[src/rtl/sfr_arb_pkg.sv]
// Shared types and constants for the two-master SFR bus arbiter.
package sfr_arb_pkg;

    localparam int SFR_AW      = 8;
    localparam int SFR_DW      = 16;
    localparam int LOCK_TO_DEF = 16;

    typedef enum logic [1:0] {
        IDLE = 2'd0,
        XFER = 2'd1,
        ACK  = 2'd2
    } state_t;

endpackage

[src/rtl/sfr_arb_pick.sv]
// Two-way round-robin pick among eligible requesters.
module sfr_arb_pick (
    input  logic [1:0] req,
    input  logic [1:0] elig,
    input  logic       last_m1,
    output logic [1:0] gnt
);

    logic [1:0] cand;

    assign cand = req & elig;

    always_comb begin
        gnt = cand;
        // On a tie the master that did not win last time goes first.
        if (cand == 2'b11) begin
            gnt = last_m1 ? 2'b01 : 2'b10;
        end
    end

endmodule

[src/rtl/sfr_arb.sv]
// Arbiter sharing one SFR bank between two masters, with optional
// exclusive locking and an idle timeout that releases a stale lock.
module sfr_arb
    import sfr_arb_pkg::*;
#(
    parameter int LOCK_TO = LOCK_TO_DEF
) (
    input  logic              clk,
    input  logic              reset,
    input  logic              m0_req,
    input  logic [SFR_AW-1:0] m0_addr,
    input  logic              m0_r,
    input  logic [1:0]        m0_w,
    input  logic [SFR_DW-1:0] m0_wdata,
    input  logic              m0_lock,
    output logic              m0_ack,
    output logic [SFR_DW-1:0] m0_rdata,
    input  logic              m1_req,
    input  logic [SFR_AW-1:0] m1_addr,
    input  logic              m1_r,
    input  logic [1:0]        m1_w,
    input  logic [SFR_DW-1:0] m1_wdata,
    input  logic              m1_lock,
    output logic              m1_ack,
    output logic [SFR_DW-1:0] m1_rdata,
    output logic              sfr_sel,
    output logic [SFR_AW-1:0] sfr_addr,
    output logic              sfr_r,
    output logic [1:0]        sfr_w,
    output logic [SFR_DW-1:0] sfr_dwrite,
    input  logic [SFR_DW-1:0] sfr_data,
    output logic              busy,
    output logic [1:0]        lock_own
);

    localparam int CW = $clog2(LOCK_TO + 1);

    state_t            state_q, state_d;
    logic [SFR_AW-1:0] addr_q, addr_d;
    logic              r_q, r_d;
    logic [1:0]        w_q, w_d;
    logic [SFR_DW-1:0] wdata_q, wdata_d;
    logic              lock_q, lock_d;
    logic              win_q, win_d;
    logic              last_q, last_d;
    logic [SFR_DW-1:0] rdata0_q, rdata0_d;
    logic [SFR_DW-1:0] rdata1_q, rdata1_d;
    logic [1:0]        lock_own_q, lock_own_d;
    logic [CW-1:0]     cnt_q, cnt_d;

    logic [1:0] req;
    logic [1:0] elig;
    logic [1:0] gnt;
    logic [1:0] win_oh;

    assign req    = {m1_req, m0_req};
    assign elig   = (lock_own_q == 2'b00) ? 2'b11 : lock_own_q;
    assign win_oh = win_q ? 2'b10 : 2'b01;

    sfr_arb_pick u_pick (
        .req     (req),
        .elig    (elig),
        .last_m1 (last_q),
        .gnt     (gnt)
    );

    always_comb begin
        state_d    = state_q;
        addr_d     = addr_q;
        r_d        = r_q;
        w_d        = w_q;
        wdata_d    = wdata_q;
        lock_d     = lock_q;
        win_d      = win_q;
        last_d     = last_q;
        rdata0_d   = rdata0_q;
        rdata1_d   = rdata1_q;
        lock_own_d = lock_own_q;
        cnt_d      = cnt_q;
        unique case (state_q)
            IDLE: begin
                if (gnt != 2'b00) begin
                    addr_d  = gnt[1] ? m1_addr : m0_addr;
                    r_d     = gnt[1] ? m1_r : m0_r;
                    w_d     = gnt[1] ? m1_w : m0_w;
                    wdata_d = gnt[1] ? m1_wdata : m0_wdata;
                    lock_d  = gnt[1] ? m1_lock : m0_lock;
                    win_d   = gnt[1];
                    last_d  = gnt[1];
                    state_d = XFER;
                end
                // Under a lock only the owner can be granted.
                if (lock_own_q == 2'b00 || gnt != 2'b00) begin
                    cnt_d = '0;
                end else if ((lock_own_q & req) == 2'b00) begin
                    if (cnt_q == CW'(LOCK_TO - 1)) begin
                        cnt_d      = '0;
                        lock_own_d = 2'b00;
                    end else begin
                        cnt_d = cnt_q + CW'(1);
                    end
                end
            end
            XFER: begin
                state_d = ACK;
                if (win_q) begin
                    rdata1_d = sfr_data;
                end else begin
                    rdata0_d = sfr_data;
                end
            end
            ACK: begin
                state_d = IDLE;
                if (lock_q) begin
                    lock_own_d = win_oh;
                end else if (lock_own_q == win_oh) begin
                    lock_own_d = 2'b00;
                end
            end
            default: state_d = IDLE;
        endcase
    end

    always_ff @(posedge clk or posedge reset) begin
        if (reset) begin
            state_q    <= IDLE;
            addr_q     <= '0;
            r_q        <= 1'b0;
            w_q        <= 2'b00;
            wdata_q    <= '0;
            lock_q     <= 1'b0;
            win_q      <= 1'b0;
            last_q     <= 1'b1;
            rdata0_q   <= '0;
            rdata1_q   <= '0;
            lock_own_q <= 2'b00;
            cnt_q      <= '0;
        end else begin
            state_q    <= state_d;
            addr_q     <= addr_d;
            r_q        <= r_d;
            w_q        <= w_d;
            wdata_q    <= wdata_d;
            lock_q     <= lock_d;
            win_q      <= win_d;
            last_q     <= last_d;
            rdata0_q   <= rdata0_d;
            rdata1_q   <= rdata1_d;
            lock_own_q <= lock_own_d;
            cnt_q      <= cnt_d;
        end
    end

    assign sfr_sel    = (state_q == XFER);
    assign sfr_addr   = sfr_sel ? addr_q : '0;
    assign sfr_r      = sfr_sel & r_q;
    assign sfr_w      = sfr_sel ? w_q : 2'b00;
    assign sfr_dwrite = sfr_sel ? wdata_q : '0;
    assign m0_ack     = (state_q == ACK) & ~win_q;
    assign m1_ack     = (state_q == ACK) & win_q;
    assign m0_rdata   = rdata0_q;
    assign m1_rdata   = rdata1_q;
    assign busy       = (state_q != IDLE);
    assign lock_own   = lock_own_q;

endmodule
[config.mk]
export PLATFORM = sky130hd
export DESIGN_NAME = sfr_arb
export DESIGN_NICKNAME = d
export VERILOG_FILES = /design/src/rtl/sfr_arb_pkg.sv /design/src/rtl/sfr_arb_pick.sv /design/src/rtl/sfr_arb.sv
export SDC_FILE = /design/constraint.sdc
export NUM_CORES = 1
export LEC_CHECK = 0
export CAP_MARGIN = 20
export CORE_MARGIN = 5
export CORE_UTILIZATION = 49
export CTS_BUF_LIST = sky130_fd_sc_hd__clkbuf_8
export DETAILED_ROUTE_END_ITERATION = 8
export PLACE_DENSITY = 0.88
export SETUP_SLACK_MARGIN = 0.4
export SLEW_MARGIN = 20
export SYNTH_ARGS = -nofsm -noshare
export SYNTH_HDL_FRONTEND = slang
export SYNTH_SLANG_ARGS = --single-unit
[constraint.sdc]
create_clock -name clk -period 4.3 [get_ports clk]
set_clock_uncertainty 0.15 [all_clocks]
set_input_delay 0.86 -clock clk [delete_from_list [all_inputs] [get_ports clk]]
set_output_delay 0.86 -clock clk [all_outputs]
set_load 0.1 [all_outputs]
==> results of run 1 <==
-- worst max-delay path: cells and delay by family, from the launching register on --
| kind | cells | cell delay, ns |
|---|---|---|
| buf+inv | 2 | 1.23 |
| flops | 1 | 0.52 |
| simple gates | 1 | 0.13 |
-- per-layer routing --
layer  share of wire  vias up  track usage
met2            0.47      125        0.323
met3           0.069        6       0.0510
met5               0        -            0
li1                -     1469            -
met1            0.45     1459        0.260
met4          0.0092        0       0.0626
-- area by class of cell --
cell class	instances	area, um^2	share of cell area
clock inverters	6	86.3	0.0163
repair buffers	147	1380	0.260
well taps	99	124	0.0234
clock buffers	9	124	0.0234
flip-flops and latches	71	1780	0.336
multi-input cells	222	1790	0.338
inverters	4	15.0	0.00283
-- per-stage QoR --
step | area [um^2] | instances
detailed placement | 5090 | 543
finish | 5300 | 558
floorplan | 3720 | 327
global route | 5300 | 558
global placement | 5090 | 543
CTS | 5300 | 558
-- placed cells by master, fill, tap and decap left out, types with 2 or more instances in the layout --
master and instances:
a21boi_0 29, a22o_1 2, and2_1 30, and3_1 29, buf_4 37, bufinv_16 2, clkbuf_8 9, clkdlybuf4s50_1 110
clkinv_2 2, dfrtp_1 70, inv_1 2, inv_2 2, mux2_1 20, mux2_2 12, nand2_1 8, nand3_1 4
nor2b_1 2, nor2b_2 2, nor3b_1 2, o21ai_0 4, o21bai_1 27, o41a_1 28, or3_1 2
-- sequential cells by signal, summed over array words and instances (netlist names) --
register	flops
addr_q	8
cnt_q	5
last_q	1
lock_own	2
lock_q	1
m0_rdata	16
m1_rdata	16
r_q	1
state_q	2
w_q	2
wdata_q	16
win_q	1
-- synth_stat cells (4+ instances only) --
cell type,instances,area (um^2)
mux2_1,20,225
o21ai_0,4,20.0
nand3_1,4,20.0
and3_1,29,181
buf_2,10,50.1
o41a_1,28,315
mux2_2,12,135
clkbuf_1,14,52.6
nand2_1,8,30.0
a21boi_0,29,218
dfrtp_1,70,1750
o21bai_1,27,203
and2_1,30,188
-- logic make-up (layout without fill, tap and decap cells) --
logic type	count (synthesis)	after routing
compound gates	102	102
simple gates	86	86
flops	71	71
buf+inv	34	166
mux	33	33
fa+ha+maj	1	1
-- final timing paths --
kind	endpoint	start	slack (ns)
setup reg to reg	m0_rdata[3]	state_q[0]	1.96
setup / recovery	busy	state_q[1]	1.07
hold / removal	m0_rdata[11]	m0_rdata[11]	0.34
hold reg to reg	m0_rdata[11]	m0_rdata[11]	0.34
max in group asynchronous	last_q	reset	2.40
min in group asynchronous	m1_rdata[3]	reset	0.80
==> flow_summary_export.csv, run 1 <==
group,metric,value,unit
outcome,outcome,"finished clean",
drt,wl_per_cell,16.9,um
global_route,antenna_found_initial,0,
floorplan,ios,141,
drt,drt_first_pass_iters,4,
finish,area_growth,42.4,%
timing,layout_setup_ws,1.07,ns
cts,ctsResizeCount,0,
drt,wl,9440,um
drt,vias,3059,
timing,final_hold_viol_count,0,
cts,clk_pin_slew,0.08,ns
setup_path,start_kind,"flop",
placed_design,place_ws,1.08,ns
logic_synthesis,synthXorXnorAreaFrac,0,
global_route,grt_max_degree,57,
logic_synthesis,syn-num-nets,404,
logic_synthesis,synth_seq_area_share,0.478,
cts,cts_setup_buffers,0,
logic_synthesis,synth-edff-count,0,
logic_synthesis,syn_inst,327,
floorplan,core,7330,um^2
logic_synthesis,mappedNetlistArea,3720,um^2
global_route,grt_use_total,0.199,
timing,whs,0.339,ns
timing,fmax,309,MHz
drt,drc,0,
timing,setup_tns,0,ns
setup_path,rr_worst_depth,3,
placed_design,place.gp.congestion,0.786,
floorplan,row_count,31,
drt,final_antenna_net_count,0,
setup_path,end_kind,"output port",
logic_synthesis,synth_top_family_by_area,"compound AO/OA/AOI/OAI gates",
finish,n_fill_cell,523,
timing,slew_headroom,0.335,
setup_path,required,3.29,ns
cts,cts_max_path_buffers,2,
logic_synthesis,synth-async-reset-ratio,1.00,
finish,antenna_cells,0,
cts,h-tree-depth,3,
cts,cts_buffers,9,
timing,min_period,3.23,ns
timing,post-route-period-util,0.752,
floorplan,start_util,0.507,
finish,drive_above_1_share,0.161,
timing,rsz0062_at_grt,"no",
logic_synthesis,synth-main-ff-cell,"dfrtp_1",
finish,nets,532,
global_route,overflow,0,
floorplan,dieHeight,97.1,um
global_route,grt_pass1_wl,15600,um
setup_path,arrival,2.22,ns
drt,routed_via_density,5.48,
logic_synthesis,synth-simple-area-share,0.142,
cts,clk_latency,0.33,ns
placed_design,io_buffers,140,
logic_synthesis,synthMuxAreaShare,0.0996,
logic_synthesis,yosysWarnings,0,
hold_path,whs_path_depth,1,
setup_path,crit_type,"reg -> out",
cts,cts_root_buf,"clkbuf_8",
logic_synthesis,synth_compound_area_frac,0.231,
cts,cts_sinks,71,
timing,setup_viol,0,
drt,first_iter_violations,138,
placed_design,dp_hpwl,6920,um
cts,cts_hold_buffers,0,
logic_synthesis,ys_seq_elements,71,
logic_synthesis,avgSynthCellArea,11.4,um^2
setup_path,cp_max_fo,8,
finish,final_util,0.723,
cts,cts_tree,"done",
floorplan,die_w,97.1,um
logic_synthesis,synth-adder-area-share,0.00336,
setup_path,crit_path_max_incr_delay,1.13,ns
hold_path,min_path_type,"reg -> reg",
logic_synthesis,synth_cell_types,43,
floorplan,die-area,9430,um^2
run,drv_cap,0,
global_route,grt_pass1_vias,3175,
timing,maxSlewViolCount,0,
timing,tightestPinTransition,0.994,ns
setup_path,slowest_stage,"clkdlybuf4s50_1",
setup_path,path_cells,"nor2_4 > inv_2 > clkdlybuf4s50_1",
Power of run 1 is left out: the tool's default activity adds up to more than one toggle a clock period on the data nets, which glitch-free logic cannot reach.
==> inputs of run 2 (changes only) <==
--- a/config.mk
+++ b/config.mk
@@ -7,10 +7,10 @@
 export LEC_CHECK = 0
 export CAP_MARGIN = 20
 export CORE_MARGIN = 5
-export CORE_UTILIZATION = 49
+export CORE_UTILIZATION = 41
 export CTS_BUF_LIST = sky130_fd_sc_hd__clkbuf_8
 export DETAILED_ROUTE_END_ITERATION = 8
-export PLACE_DENSITY = 0.88
+export PLACE_DENSITY = 0.78
 export SETUP_SLACK_MARGIN = 0.4
 export SLEW_MARGIN = 20
 export SYNTH_ARGS = -nofsm -noshare
==> constraint.sdc (replaced) <==
create_clock -name clk -period 2.8 [get_ports clk]
set_clock_uncertainty 0.15 [all_clocks]
set_input_delay 0.56 -clock clk [delete_from_list [all_inputs] [get_ports clk]]
set_output_delay 0.56 -clock clk [all_outputs]
set_load 0.1 [all_outputs]
==> run 2 against run 1 <==
Against the previous run:
- critical path depth grew 1
- register-to-register slack lost 1.2 ns
- hold slack gained 0.0055 ns
- critical path type unchanged
==> flow_summary_export.csv, run 2 (synthesis gave the netlist of run 1 again) <==
group,metric,value,unit
setup_path,end_kind,"output port",
global_route,grt_pass1_vias,3223,
global_route,grt_pass1_wl,15700,um
drt,vias,3069,
timing,post-route-period-util,0.821,
timing,tightestPinTransition,0.737,ns
cts,cts_sinks,71,
global_route,antenna_found_initial,0,
timing,slew_headroom,0.508,
timing,whs,0.345,ns
placed_design,dp_hpwl,6990,um
finish,layoutNonFillerInstCount,577,
setup_path,crit_type,"reg -> out",
timing,rsz0062_at_grt,"no",
drt,final_antenna_net_count,0,
timing,min_period,2.30,ns
cts,cts_hold_buffers,0,
outcome,outcome,"finished clean",
timing,setup_viol,0,
setup_path,start_kind,"flop",
hold_path,whs_path_depth,1,
timing,final_hold_viol_count,0,
finish,layout_commonest_cell,"clkdlybuf4s50_1",
drt,wl,9540,um
floorplan,die_w,105,um
cts,clk_latency,0.33,ns
timing,maxSlewViolCount,0,
timing,fmax,435,MHz
global_route,grt_max_degree,58,
cts,h-tree-depth,3,
cts,cts_root_buf,"clkbuf_8",
placed_design,place.gp.congestion,0.783,
timing,layout_setup_ws,0.501,ns
setup_path,arrival,1.59,ns
floorplan,ios,141,
finish,final_cell_mix,"75 x clkdlybuf4s50_1, 67 x dfrtp_1, 49 x buf_4",
drt,drt_first_pass_iters,4,
hold_path,min_path_type,"reg -> reg",
run,drv_cap,0,
drt,drc,0,
floorplan,row_count,34,
finish,area_growth,53.3,%
cts,cts_buffers,9,
setup_path,cp_max_fo,8,
drt,first_iter_violations,109,
global_route,grt_use_total,0.171,
placed_design,io_buffers,140,
cts,clk_pin_slew,0.07,ns
placed_design,place_ws,0.417,ns
setup_path,rr_worst_depth,4,
finish,antenna_cells,0,
floorplan,dieHeight,105,um
placed_design,place_inst,558,
cts,cts_tree,"done",
floorplan,core,8760,um^2
timing,setup_tns,0,ns
setup_path,required,2.09,ns
floorplan,start_util,0.424,
finish,nets,541,
finish,drive_above_1_share,0.305,
drt,wl_per_cell,16.5,um
cts,cts_max_path_buffers,2,
global_route,overflow,0,
drt,routed_via_density,5.32,
floorplan,die-area,11100,um^2
run 2: cell count changes in the layout (fill, tap and decap cells not counted), sizes merged:
cell | before | now
clkinvlp | 1 | 3
bufinv | 2 | 1
buf | 37 | 81
clkdlybuf4s50 | 110 | 75
run 2: per-layer routing:
metal / up-vias / routed length (um) / track usage
met5: - / 0 / 0
met4: 0 / 161 / 0.0658
li1: 1491 / - / -
met3: 13 / 681 / 0.0477
met1: 1457 / 4320 / 0.230
met2: 108 / 4380 / 0.262
run 2: metrics by stage:
step                utilization  instance area (um^2)
floorplan                     -                  3770
global placement          0.624                  5470
detailed placement        0.624                  5470
CTS                       0.647                  5670
global route              0.651                  5700
finish                    0.651                  5700
run 2: path summary, 6_finish.rpt:
path | startpoint | to | slack, ns
max | state_q[1] | sfr_dwrite[9] | 0.50
min | m0_rdata[8] | m0_rdata[8] | 0.34
max reg2reg | state_q[1] | m1_rdata[8] | 0.74
min reg2reg | m0_rdata[8] | m0_rdata[8] | 0.34
max in group asynchronous | reset | w_q[0] | 1.40
min in group asynchronous | reset | addr_q[3] | 0.49
run 2: final cells by class:
class | instances | area (um^2)
clock buffers | 9 | 124
clock inverters | 7 | 72.6
fillers | 681 | 3060
inverters | 4 | 18.8
multi-input cells | 222 | 1840
flip-flops and latches | 71 | 1780
well taps | 108 | 135
repair buffers | 156 | 1730
run 2: worst max-delay path: stages, from the launching register on:
cell     delay, ns
dfrtp_2       0.48
nor2b_4       0.19
buf_2         0.23
and2_4        0.18
buf_12        0.16
run 2: timing repair:
item | in CTS | in global routing
buffers inserted | 0 | 2
gates resized for setup | 2 | 3
endpoints found under the setup margin | 16 | 16
cloned | 0 | 1
Power of run 2 is left out for the same reason.
